`src/rtl/bus_arb_pkg.sv`:
```
// bus_arb_pkg
//   Shared definitions for the bus grant controller: FSM state encoding,
//   master count, and helpers for interpreting one-hot grant vectors.
package bus_arb_pkg;

  localparam int NUM_MASTERS = 4;
  localparam int ID_W        = 2;

  typedef enum logic [1:0] {
    ST_IDLE    = 2'd0,
    ST_GRANT   = 2'd1,
    ST_BUSY    = 2'd2,
    ST_RELEASE = 2'd3
  } state_e;

  // Binary index of a one-hot vector (OR of the indices of set bits, so a
  // one-hot input yields exactly its index; zero input yields 0).
  function automatic logic [ID_W-1:0] onehot_encode(input logic [NUM_MASTERS-1:0] oh);
    logic [ID_W-1:0] id;
    id = '0;
    for (int i = 0; i < NUM_MASTERS; i++) begin
      if (oh[i]) begin
        id = id | ID_W'(i);
      end
    end
    return id;
  endfunction

  // True when exactly one bit of v is set.
  function automatic logic is_onehot(input logic [NUM_MASTERS-1:0] v);
    int unsigned n;
    n = 0;
    for (int i = 0; i < NUM_MASTERS; i++) begin
      n = n + 32'(v[i]);
    end
    return (n == 1);
  endfunction

endpackage

```
`src/rtl/bus_grant_wdog.sv`:
```
// bus_grant_wdog
//   Saturating cycle counter guarding a bus transaction.
//   Ports:
//     clk    in  clock, rising edge
//     rst    in  synchronous active-high reset (counter -> 0)
//     clr    in  clear counter (asserted on the cycle before BUSY is entered)
//     en     in  count this cycle (asserted during BUSY)
//     expire out high in the LIMIT-th enabled cycle since the last clear
//   Only instantiated when BUS_GRANT_TIMEOUT_EN is defined.
module bus_grant_wdog #(
  parameter int LIMIT = 255,
  parameter int CNT_W = 8
) (
  input  logic clk,
  input  logic rst,
  input  logic clr,
  input  logic en,
  output logic expire
);

  localparam logic [CNT_W-1:0] CNT_MAX  = '1;
  localparam logic [CNT_W-1:0] CNT_LAST = CNT_W'(LIMIT - 1);

  logic [CNT_W-1:0] cnt_q;
  logic [CNT_W-1:0] cnt_d;

  always_comb begin
    cnt_d = cnt_q;
    if (clr) begin
      cnt_d = '0;
    end else if (en && (cnt_q != CNT_MAX)) begin
      cnt_d = cnt_q + CNT_W'(1);
    end
  end

  always_ff @(posedge clk) begin
    if (rst) begin
      cnt_q <= '0;
    end else begin
      cnt_q <= cnt_d;
    end
  end

  // cnt_q holds the number of BUSY cycles already completed, so the cycle in
  // which it equals LIMIT-1 is the LIMIT-th BUSY cycle.
  assign expire = en && (cnt_q >= CNT_LAST);

endmodule

```
`src/rtl/bus_grant_ctl.sv`:
```
// bus_grant_ctl
//   Owns the shared memory bus downstream of the 4-way fixed-priority select.
//   Enables the select while idle, locks the granted master for one memory
//   transaction, and releases the bus on mem_done (plus one dead cycle).
//   Ports:
//     clk          in   clock, rising edge
//     rst          in   synchronous active-high reset
//     g[3:0]       in   one-hot grants from the select
//     R            in   any-request from the select
//     G            out  enable to the select (high in IDLE)
//     mem_done     in   end of current memory transaction
//     mem_start    out  1-cycle pulse at transaction start
//     ack[3:0]     out  1-cycle one-hot pulse to the granted master
//     owner[3:0]   out  one-hot current owner
//     owner_id[1:0] out binary owner index, 0 when no owner
//     busy         out  bus owned (GRANT or BUSY)
//     timeout_err  out  sticky forced-release flag
//   Configuration macro: BUS_GRANT_TIMEOUT_EN enables the BUSY watchdog.
//   All outputs are registered from the next-state values.
module bus_grant_ctl
  import bus_arb_pkg::*;
#(
  parameter int TIMEOUT_CYCLES = 255,
  parameter int CNT_W          = 8
) (
  input  logic                   clk,
  input  logic                   rst,
  input  logic [NUM_MASTERS-1:0] g,
  input  logic                   R,
  output logic                   G,
  input  logic                   mem_done,
  output logic                   mem_start,
  output logic [NUM_MASTERS-1:0] ack,
  output logic [NUM_MASTERS-1:0] owner,
  output logic [ID_W-1:0]        owner_id,
  output logic                   busy,
  output logic                   timeout_err
);

  state_e                 state_q, state_d;
  logic [NUM_MASTERS-1:0] owner_q, owner_d;
  logic [ID_W-1:0]        owner_id_q, owner_id_d;
  logic [NUM_MASTERS-1:0] ack_q, ack_d;
  logic                   mem_start_q, mem_start_d;
  logic                   busy_q, busy_d;
  logic                   g_en_q, g_en_d;
  logic                   terr_q, terr_d;

`ifdef BUS_GRANT_TIMEOUT_EN
  logic wdog_expire;

  bus_grant_wdog #(
    .LIMIT (TIMEOUT_CYCLES),
    .CNT_W (CNT_W)
  ) u_wdog (
    .clk    (clk),
    .rst    (rst),
    .clr    (state_q == ST_GRANT),
    .en     (state_q == ST_BUSY),
    .expire (wdog_expire)
  );
`else
  // The watchdog parameters stay on the interface so both builds can be
  // instantiated identically; here they only feed this sink.
  logic unused_timeout_cfg;
  assign unused_timeout_cfg = (TIMEOUT_CYCLES < (1 << CNT_W));
`endif

  // Next-state and latched owner/error bookkeeping.
  always_comb begin
    state_d    = state_q;
    owner_d    = owner_q;
    owner_id_d = owner_id_q;
    terr_d     = terr_q;
    case (state_q)
      ST_IDLE: begin
        // Non-one-hot grants are a select protocol violation: ignore them.
        if (R && is_onehot(g)) begin
          state_d    = ST_GRANT;
          owner_d    = g;
          owner_id_d = onehot_encode(g);
        end
      end
      ST_GRANT: begin
        // mem_done here belongs to no transaction of ours and is dropped.
        state_d = ST_BUSY;
      end
      ST_BUSY: begin
        if (mem_done) begin
          state_d    = ST_RELEASE;
          owner_d    = '0;
          owner_id_d = '0;
`ifdef BUS_GRANT_TIMEOUT_EN
        end else if (wdog_expire) begin
          state_d    = ST_RELEASE;
          owner_d    = '0;
          owner_id_d = '0;
          terr_d     = 1'b1;
`endif
        end
      end
      ST_RELEASE: begin
        state_d = ST_IDLE;
      end
      default: begin
        state_d    = ST_IDLE;
        owner_d    = '0;
        owner_id_d = '0;
      end
    endcase
  end

  // Output decode from the next state so every output is a flop.
  always_comb begin
    g_en_d      = (state_d == ST_IDLE);
    mem_start_d = (state_d == ST_GRANT);
    busy_d      = (state_d == ST_GRANT) || (state_d == ST_BUSY);
  end

  for (genvar gi = 0; gi < NUM_MASTERS; gi++) begin : g_ack
    assign ack_d[gi] = (state_d == ST_GRANT) && owner_d[gi];
  end

  always_ff @(posedge clk) begin
    if (rst) begin
      state_q     <= ST_IDLE;
      owner_q     <= '0;
      owner_id_q  <= '0;
      ack_q       <= '0;
      mem_start_q <= 1'b0;
      busy_q      <= 1'b0;
      g_en_q      <= 1'b0;
      terr_q      <= 1'b0;
    end else begin
      state_q     <= state_d;
      owner_q     <= owner_d;
      owner_id_q  <= owner_id_d;
      ack_q       <= ack_d;
      mem_start_q <= mem_start_d;
      busy_q      <= busy_d;
      g_en_q      <= g_en_d;
      terr_q      <= terr_d;
    end
  end

  assign G           = g_en_q;
  assign mem_start   = mem_start_q;
  assign ack         = ack_q;
  assign owner       = owner_q;
  assign owner_id    = owner_id_q;
  assign busy        = busy_q;
  assign timeout_err = terr_q;

endmodule

```
`config.mk`:
```
export PLATFORM = sky130hd
export DESIGN_NAME = bus_grant_ctl
export DESIGN_NICKNAME = d
export VERILOG_FILES = /design/src/rtl/bus_arb_pkg.sv /design/src/rtl/bus_grant_wdog.sv /design/src/rtl/bus_grant_ctl.sv
export SDC_FILE = /design/constraint.sdc
export NUM_CORES = 1
export LEC_CHECK = 0
export CAP_MARGIN = 20
export CORE_MARGIN = 2
export CORE_UTILIZATION = 30
export CTS_BUF_LIST = sky130_fd_sc_hd__clkbuf_16
export CTS_CLUSTER_DIAMETER = 120
export DETAILED_ROUTE_END_ITERATION = 16
export REMOVE_ABC_BUFFERS = 1
export SKIP_CTS_REPAIR_TIMING = 1
export SYNTH_ARGS = -nofsm -noshare
export SYNTH_HDL_FRONTEND = slang
export SYNTH_HIERARCHICAL = 1
export SYNTH_SLANG_ARGS = --single-unit
```
`constraint.sdc`:
```
create_clock -name clk -period 8.01 [get_ports clk]
set_input_delay 1.602 -clock clk [delete_from_list [all_inputs] [get_ports clk]]
set_output_delay 1.602 -clock clk [all_outputs]
set_load 0.05 [all_outputs]
```
After elaboration in Yosys (flattened, before gate mapping)
Index checks and enable logic that the tools add are counted. W data, S select, Z words.

Flip-flop bits (word level): 15. Input bits: 8.

$add $sub $neg: 3. Eq/ne operators: 8. Multiplexer cells: 12. Reduce and logical (&&, ||, !) cells: 10.

Operators with widths (count): $mux W2 (6); $mux W4 (2); $pmux W2 S4 (1); $pmux W4 S2 (1); $eq A2 B2 Y1 const B (3); $logic_and A1 B1 Y1 (5); $add A3 B1 Y4 (1); $eq A2 B1 Y1 const B (2); $eq A4 B1 Y1 const B (1); $logic_not A2 Y1 (2); $ne A2 B2 Y1 const B (2); $pmux W2 S2 (1); $add A2 B1 Y3 (1); $reduce_and A3 Y1 (1); $add A1 B1 Y2 (1); $reduce_bool A2 Y1 (1); $logic_or A1 B1 Y1 (1); $mux W1 (1).

Longest topological paths before layout
Gate-level depths: netlist (run 1).

Word-level depth: 9. Mapped depth: 14.

Worst setup path before layout (run 1)
OpenSTA, ideal clock, no wires.

Path kind: input-to-reg. Start point: input port g[0]. End point: register ack_q[0], in the netlist ack[0]. Setup time: 0.123 ns. Data arrival time: 3.887 ns. Required time: 7.887 ns. Slack: 4.000 ns. Stages on the path: 14. Buffers on the path: 2. Path through: inv_1 fa_1 inv_1 ha_1 ha_1 and4bb_1 buf_6 a211oi_1 nor2_1 ha_1 nor2b_1 clkbuf_1 nand2_1 o21ai_0.

Word-level cells in the longest chain between the ends: 9. Elaborated cells between the ends (all ways): 11. Classes of those cells: add/sub (3); eq/ne (2); mux (4); reduce/logical (2).

Ends and longest elaborated chain: start, declared (line bus_grant_ctl.sv:28) `input logic [NUM_MASTERS-1:0] g,`; $add A1 B1 Y2 (line bus_arb_pkg.sv:34) `n = n + 32'(v[i]);`; $add A2 B1 Y3 (line bus_arb_pkg.sv:34); $add A3 B1 Y4 (line bus_arb_pkg.sv:34); $eq A4 B1 Y1 (line bus_arb_pkg.sv:36) `return (n == 1);`; $logic_and A1 B1 Y1 (line bus_grant_ctl.sv:78) `if (R && is_onehot(g)) begin`; $mux W2 (line bus_grant_ctl.sv:78); $pmux W2 S4 (line bus_grant_ctl.sv:75) `case (state_q)`; net state_d[0] (line bus_grant_ctl.sv:40) `state_e state_q, state_d;`; $eq A2 B1 Y1; net mem_start_d (line bus_grant_ctl.sv:44) `logic mem_start_q, mem_start_d;`; $logic_and A1 B1 Y1 (line bus_grant_ctl.sv:121) `assign ack_d[gi] = (state_d == ST_GRANT) && owner_d[gi];`; end signal, assigned (line bus_grant_ctl.sv:138) `ack_q <= ack_d;`; end, declared (line bus_grant_ctl.sv:43) `logic [NUM_MASTERS-1:0] ack_q, ack_d;`.

The timed path passes the listed nets, and every way through them passes these cells. A chain may end at the register's enable or synchronous reset.

Final worst setup path (run 1)
Start point: input port g[3]. End point: register ack_q[2], in the netlist ack[2].

Word-level cells in the longest chain between the ends: 7. Elaborated cells between the ends (all ways): 9. Classes of those cells: add/sub (1); eq/ne (2); mux (4); reduce/logical (2).

Ends and longest elaborated chain (line): $add A3 B1 Y4 (bus_arb_pkg.sv:34); $eq A4 B1 Y1 (bus_arb_pkg.sv:36); $logic_and A1 B1 Y1 (bus_grant_ctl.sv:78); $mux W2 (bus_grant_ctl.sv:78); $pmux W2 S4 (bus_grant_ctl.sv:75); net state_d[0] (bus_grant_ctl.sv:40); $eq A2 B1 Y1; net mem_start_d (bus_grant_ctl.sv:44); $logic_and A1 B1 Y1 (bus_grant_ctl.sv:121).

The timed path passes the listed nets, and every way through them passes these cells.

==> flow_metrics.env, run 1 <==
export IMPL_p_seq_share_pct=27.8
export IMPL_rows=17
export IMPL_critPathRequiredTime_ns=8.17
export IMPL_route_detailed_drc=0
export IMPL_slew_violations=0
export IMPL_p_int_mw=0.216
export IMPL_firstDrtPassIters=5
export IMPL_antenna_found_initial=0
export IMPL_fin_nets=109
export IMPL_routed_via_density=4.71
export IMPL_p_sw_mw=0.137
export IMPL_synth_cells=73
export IMPL_place_gp_congestion=0.766
export IMPL_yosysSeqAreaShare_pct=41.4
export IMPL_syn_avg_cell_area_um2=9.94
export IMPL_diodes=0
export IMPL_min_from="owner_id[1]"
export IMPL_first_global_vias=613
export IMPL_h_tree_depth=1
export IMPL_slew_headroom_pct=66.4
export IMPL_ir_worst_vdd_v=0.000195
export IMPL_whs_ns=0.490
export IMPL_n_fill_cell=237
export IMPL_r2r_end="ack[2]"
export IMPL_port_buffers=20
export IMPL_drt_iter0_drc=7
export IMPL_yosysMostFrequentCell="dfxtp_1"
export IMPL_initial_utilization_pct=32.2
export IMPL_p_sw_share_pct=38.9
export IMPL_power_leakage_nw=0.409
export IMPL_netlist_area_leader_share_pct=41.4
export IMPL_status="finished, final reports clean"
export IMPL_setup_viol=0
export IMPL_final_antenna_net_count=0
export IMPL_dp_hpwl_um=1150
export IMPL_fp_dieW_um=53.2
export IMPL_rsz0062_at_grt="no"
export IMPL_p_clk_share_pct=26.7
export IMPL_reg2reg_depth=9
export IMPL_drt_wirelength_per_cell_um=12.5
export IMPL_clkSlewWorstSetupHoldPaths_ns=0.05
export IMPL_top_level_ports=22
export IMPL_yosys_warnings=6
export IMPL_area_delta_synth_final_pct=38.6
export IMPL_power_density_mw_per_mm2=351
export IMPL_timing_rr_start="state_q[0]"
export IMPL_fin_crit_sh_pct=58.8
export IMPL_tns_ns=0
export IMPL_synth_cell_type_count=24
export IMPL_ys_seq_elements=15
export IMPL_end_kind="flip-flop"
export IMPL_die_area_mm2=0.00283
export IMPL_clockBufferDepth=2
export IMPL_r2r_slack_ns=6.08
export IMPL_cts_tree="done"
export IMPL_num_vias=570
export IMPL_cp_data_arrival_time_ns=4.87
export IMPL_routed_wirelength_um=1510
export IMPL_hold_class="reg -> reg"
export IMPL_drive_gt1_share_pct=8.60
export IMPL_synth_main_ff_cell="dfxtp_1"
export IMPL_tightest_slew_ns=0.502
export IMPL_combPwrFrac_pct=45.5
export IMPL_whs_endpoint="owner_id[1]"
export IMPL_async_flop_share_pct=0
export IMPL_critPathKind="in -> reg"
export IMPL_synth_cell_area_um2=726
export IMPL_overflow=0
export IMPL_fin_util_pct=44.6
export IMPL_synth_top_cell_by_area="dfxtp_1"
export IMPL_core_mm2=0.00225
export IMPL_hold_viol=0
export IMPL_finalClockSkew_ns=0.00203
export IMPL_synth_edf_count=0
export IMPL_synth_area_leaders="dfxtp_1 41%, ha_1 10%, mux2i_1 6.9%"
export IMPL_grt_max_degree=9
export IMPL_insertion_delay_ns=0.24
export IMPL_synth_common_cells="15 x dfxtp_1, 9 x inv_1, 6 x ha_1, 6 x nor2_1, 5 x mux2i_1"
export IMPL_total_power_mw=0.353
export IMPL_die_y_um=53.2
export IMPL_startpoint_type="input port"
export IMPL_cts_sinks=15
export IMPL_final_seq_area_um2=300
export IMPL_drv_cap=0
export IMPL_multi_input_area_um2=358
export IMPL_track_usage_pct=13.3
export IMPL_holdPathStages=1
export IMPL_crit_fanout=7
export IMPL_numCtsBuffers=3
export IMPL_root_buffer="clkbuf_16"
export IMPL_grt_pass1_wl_um=2620
export IMPL_max_freq_mhz=212
export IMPL_period_needed_ns=4.71
==> critical path, stage by stage <==
cell             delay, ns
clkdlybuf4s50_1       0.55
inv_1                 0.10
fa_1                  0.49
inv_1                 0.05
ha_1                  0.18
ha_1                  0.26
and4bb_1              0.50
a211oi_1              0.17
nor2_1                0.11
ha_1                  0.13
nor2b_1               0.33
nand2_1               0.18
o21ai_0               0.22
==> routing by layer <==
metal / GRT usage (%) / vias to the layer above / wire (um)
met4: 9.83 / 0 / 32
met5: 0 / - / 0
met1: 13.9 / 260 / 622
met2: 23.3 / 21 / 765
li1: - / 285 / -
met3: 2.82 / 4 / 89
==> power by group through the flow <==
stage                     combinational, mW  clock, mW  sequential (mW)
after floorplan                      0.0772          0            0.138
after global placement                0.160          0           0.0991
after detailed placement              0.162          0           0.0995
after CTS                             0.163     0.0961           0.0984
after global routing                  0.183     0.0996            0.100
final                                 0.161     0.0942           0.0981
==> worst max path at each step <==
stage | start | to | slack, ns | cells past startpoint
after global routing | g[3] | ack[2] | 3.01 | 13
final | g[3] | ack[2] | 3.30 | 13
after floorplan | g[0] | ack[0] | 4.00 | 12
after detailed placement | g[0] | ack[2] | 3.08 | 13
after CTS | g[3] | ack[2] | 3.31 | 13
after global placement | g[0] | ack[2] | 3.08 | 13
==> metrics by stage <==
stage                     instances  instance area, um^2  worst slack, ns
after floorplan                  69                  692             4.00
after CTS                       121                 1010             3.31
after detailed placement        117                  927             3.08
after global placement          117                  927             3.08
final                           121                 1010             3.30
after global routing            121                 1010             3.01
==> cell type report <==
class / instances / share of cell area (%)
Timing Repair Buffer: 20 / 19.9
Clock inverter: 1 / 0.373
Clock buffer: 3 / 7.46
Multi-Input combinational cell: 45 / 35.6
Sequential cell: 15 / 29.9
Tap cell: 28 / 3.48
Inverter: 9 / 3.36
==> kinds of logic (layout without fill, tap and decap cells) <==
| kind of cell | Yosys count | after routing | share of synthesized area, % |
|---|---|---|---|
| multiplexers | 5 | 5 | 6.90 |
| buffers and inverters | 13 | 33 | 9.31 |
| AND/OR/NAND/NOR | 19 | 19 | 14.7 |
| AO/OA/AOI/OAI | 13 | 13 | 14.1 |
| other | 1 | 1 | 0.517 |
| adder cells (fa/ha/maj) | 7 | 7 | 13.1 |
| flip-flops | 15 | 15 | 41.4 |
==> layout by cell type, fill, tap and decap left out, types with 2 or more instances in the layout <==
| master | n |
|---|---|
| nor2_1 | 6 |
| ha_1 | 6 |
| a22o_2 | 2 |
| mux2i_1 | 5 |
| nor2b_1 | 3 |
| nand3_1 | 4 |
| dfxtp_1 | 15 |
| clkdlybuf4s50_1 | 20 |
| clkbuf_16 | 3 |
| inv_1 | 10 |
| a22o_1 | 4 |
| o21ai_0 | 4 |
==> sequential cells by signal (all words and copies together), names as in the netlist <==
register / cells
mem_start: 1
G: 1
ack: 4
owner: 4
state_q: 2
owner_id: 2
busy: 1
No activity file was read; power rests on OpenSTA's default activity.
==> run 2, diff against run 1 <==
==> constraint.sdc (replaced) <==
create_clock -name clk -period 4.3 [get_ports clk]
set_input_delay 0.86 -clock clk [delete_from_list [all_inputs] [get_ports clk]]
set_output_delay 0.86 -clock clk [all_outputs]
set_load 0.05 [all_outputs]
==> run 2 against run 1 <==
Setup slack got worse by 2.6 ns. Combinational power rose by 85%. Die area did not move. Global-route usage fell by 2.3 points. Register-to-register slack got worse by 3.6 ns. Clock-buffer cell count did not move.
==> flow_metrics.env, run 2 (same netlist as run 1, synthesis figures left out) <==
export IMPL_n_fill_cell=232
export IMPL_fin_util_pct=45.0
export IMPL_power_leakage_nw=0.415
export IMPL_r2r_slack_ns=2.45
export IMPL_status="finished, final reports clean"
export IMPL_pre_cts_ws_ns=0.419
export IMPL_cts_sinks=15
export IMPL_clockBufferDepth=2
export IMPL_max_freq_mhz=278
export IMPL_final_cell_mix="20 x clkdlybuf4s50_1, 15 x dfxtp_1, 10 x inv_1"
export IMPL_fp_dieW_um=53.2
export IMPL_p_seq_share_pct=27.9
export IMPL_crit_fanout=6
export IMPL_whs_endpoint="owner_id[1]"
export IMPL_antenna_found_initial=0
export IMPL_p_sw_share_pct=38.4
export IMPL_rsz0062_at_grt="no"
export IMPL_initial_utilization_pct=32.2
export IMPL_finalClockSkew_ns=0.00129
export IMPL_drt_iter0_drc=12
export IMPL_whs_ns=0.486
export IMPL_core_mm2=0.00225
export IMPL_end_kind="flip-flop"
export IMPL_ir_worst_vdd_v=0.000382
export IMPL_p_clk_share_pct=26.4
export IMPL_p_int_mw=0.402
export IMPL_grt_pass1_wl_um=2200
export IMPL_die_area_mm2=0.00283
export IMPL_rows=17
export IMPL_top_level_ports=22
export IMPL_slew_violations=0
export IMPL_timing_rr_start="state_q[0]"
export IMPL_reg2reg_depth=9
export IMPL_final_antenna_net_count=0
export IMPL_fin_nets=110
export IMPL_holdPathStages=1
export IMPL_combPwrFrac_pct=45.7
export IMPL_power_density_mw_per_mm2=644
export IMPL_critPathRequiredTime_ns=4.46
export IMPL_diodes=0
export IMPL_routed_via_density=4.52
export IMPL_routed_wirelength_um=1330
export IMPL_place_gp_congestion=0.741
export IMPL_period_needed_ns=3.59
export IMPL_hold_class="reg -> reg"
export IMPL_first_global_vias=494
export IMPL_area_delta_synth_final_pct=39.7
export IMPL_track_usage_pct=11.0
export IMPL_min_from="owner_id[1]"
export IMPL_cp_data_arrival_time_ns=3.76
export IMPL_die_y_um=53.2
export IMPL_route_detailed_drc=0
export IMPL_setup_slack_ns=0.708
export IMPL_tns_ns=0
export IMPL_h_tree_depth=1
export IMPL_slew_headroom_pct=65.4
export IMPL_root_buffer="clkbuf_16"
export IMPL_drv_cap=0
export IMPL_clkSlewWorstSetupHoldPaths_ns=0.05
export IMPL_port_buffers=20
export IMPL_firstDrtPassIters=4
export IMPL_drive_gt1_share_pct=9.57
export IMPL_setup_viol=0
export IMPL_insertion_delay_ns=0.24
export IMPL_critPathKind="in -> reg"
export IMPL_fin_crit_sh_pct=83.5
export IMPL_grt_max_degree=9
export IMPL_dp_hpwl_um=1070
export IMPL_num_vias=552
export IMPL_startpoint_type="input port"
export IMPL_drt_wirelength_per_cell_um=10.9
export IMPL_cts_tree="done"
export IMPL_p_sw_mw=0.251
export IMPL_numCtsBuffers=3
export IMPL_final_common_cell="clkdlybuf4s50_1"
export IMPL_overflow=0
export IMPL_r2r_end="ack[2]"
export IMPL_hold_viol=0
export IMPL_tightest_slew_ns=0.504
[run 2: cell types whose count changed in the layout (fill, tap and decap cells not counted), sizes merged]
cell and delta:
buf +1
[run 2: critical path, stage by stage]
cell and delay [ns]:
clkdlybuf4s50_1 0.55, inv_1 0.09, fa_1 0.48, inv_1 0.04
ha_1 0.17, ha_1 0.27, and4bb_1 0.27, a211oi_1 0.10
nor2_1 0.11, ha_1 0.14, nor2b_1 0.32, nand2_1 0.17
o21ai_0 0.18
[run 2: worst max-delay path by stage]
stage	cells after the start	to	slack (ns)	startpoint
2_1_floorplan	12	ack[0]	1.03	g[0]
3_3_place_gp	13	ack[2]	0.43	g[0]
3_5_place_dp	13	ack[2]	0.42	g[0]
4_1_cts	13	ack[2]	0.66	g[0]
5_1_grt	13	ack[3]	0.47	g[3]
6_report	13	ack[2]	0.71	g[3]
[run 2: cell type report]
| cell class | instances | area (um^2) | share of cell area (%) |
|---|---|---|---|
| multi-input combinational | 45 | 358 | 35.3 |
| sequential | 15 | 300 | 29.6 |
| timing repair buffer | 21 | 208 | 20.5 |
| clock buffer | 3 | 75.1 | 7.41 |
| tap | 28 | 35.0 | 3.46 |
| inverter | 9 | 33.8 | 3.33 |
| clock inverter | 1 | 3.75 | 0.370 |
[run 2: through the flow]
| step | cell area, um^2 | power (mW) | instances |
|---|---|---|---|
| after floorplan | 692 | 0.402 | 69 |
| after global placement | 935 | 0.480 | 118 |
| after detailed placement | 935 | 0.486 | 118 |
| after CTS | 1010 | 0.659 | 122 |
| after global routing | 1010 | 0.703 | 122 |
| final | 1010 | 0.652 | 122 |
[run 2: power by group through the flow]
| stage | combinational, mW | clock, mW | sequential (mW) |
|---|---|---|---|
| finish | 0.298 | 0.172 | 0.182 |
| detailed placement | 0.301 | 0 | 0.185 |
| global route | 0.335 | 0.184 | 0.185 |
| floorplan | 0.144 | 0 | 0.258 |
| CTS | 0.301 | 0.176 | 0.182 |
| global placement | 0.296 | 0 | 0.184 |
[run 2: per-layer routing]
metal | up-vias | wire [um] | GRT usage (%)
met4 | 0 | 13 | 5.13
met1 | 248 | 646 | 14.7
met3 | 2 | 80 | 2.54
met2 | 15 | 593 | 16.7
li1 | 287 | - | -
met5 | - | 0 | 0
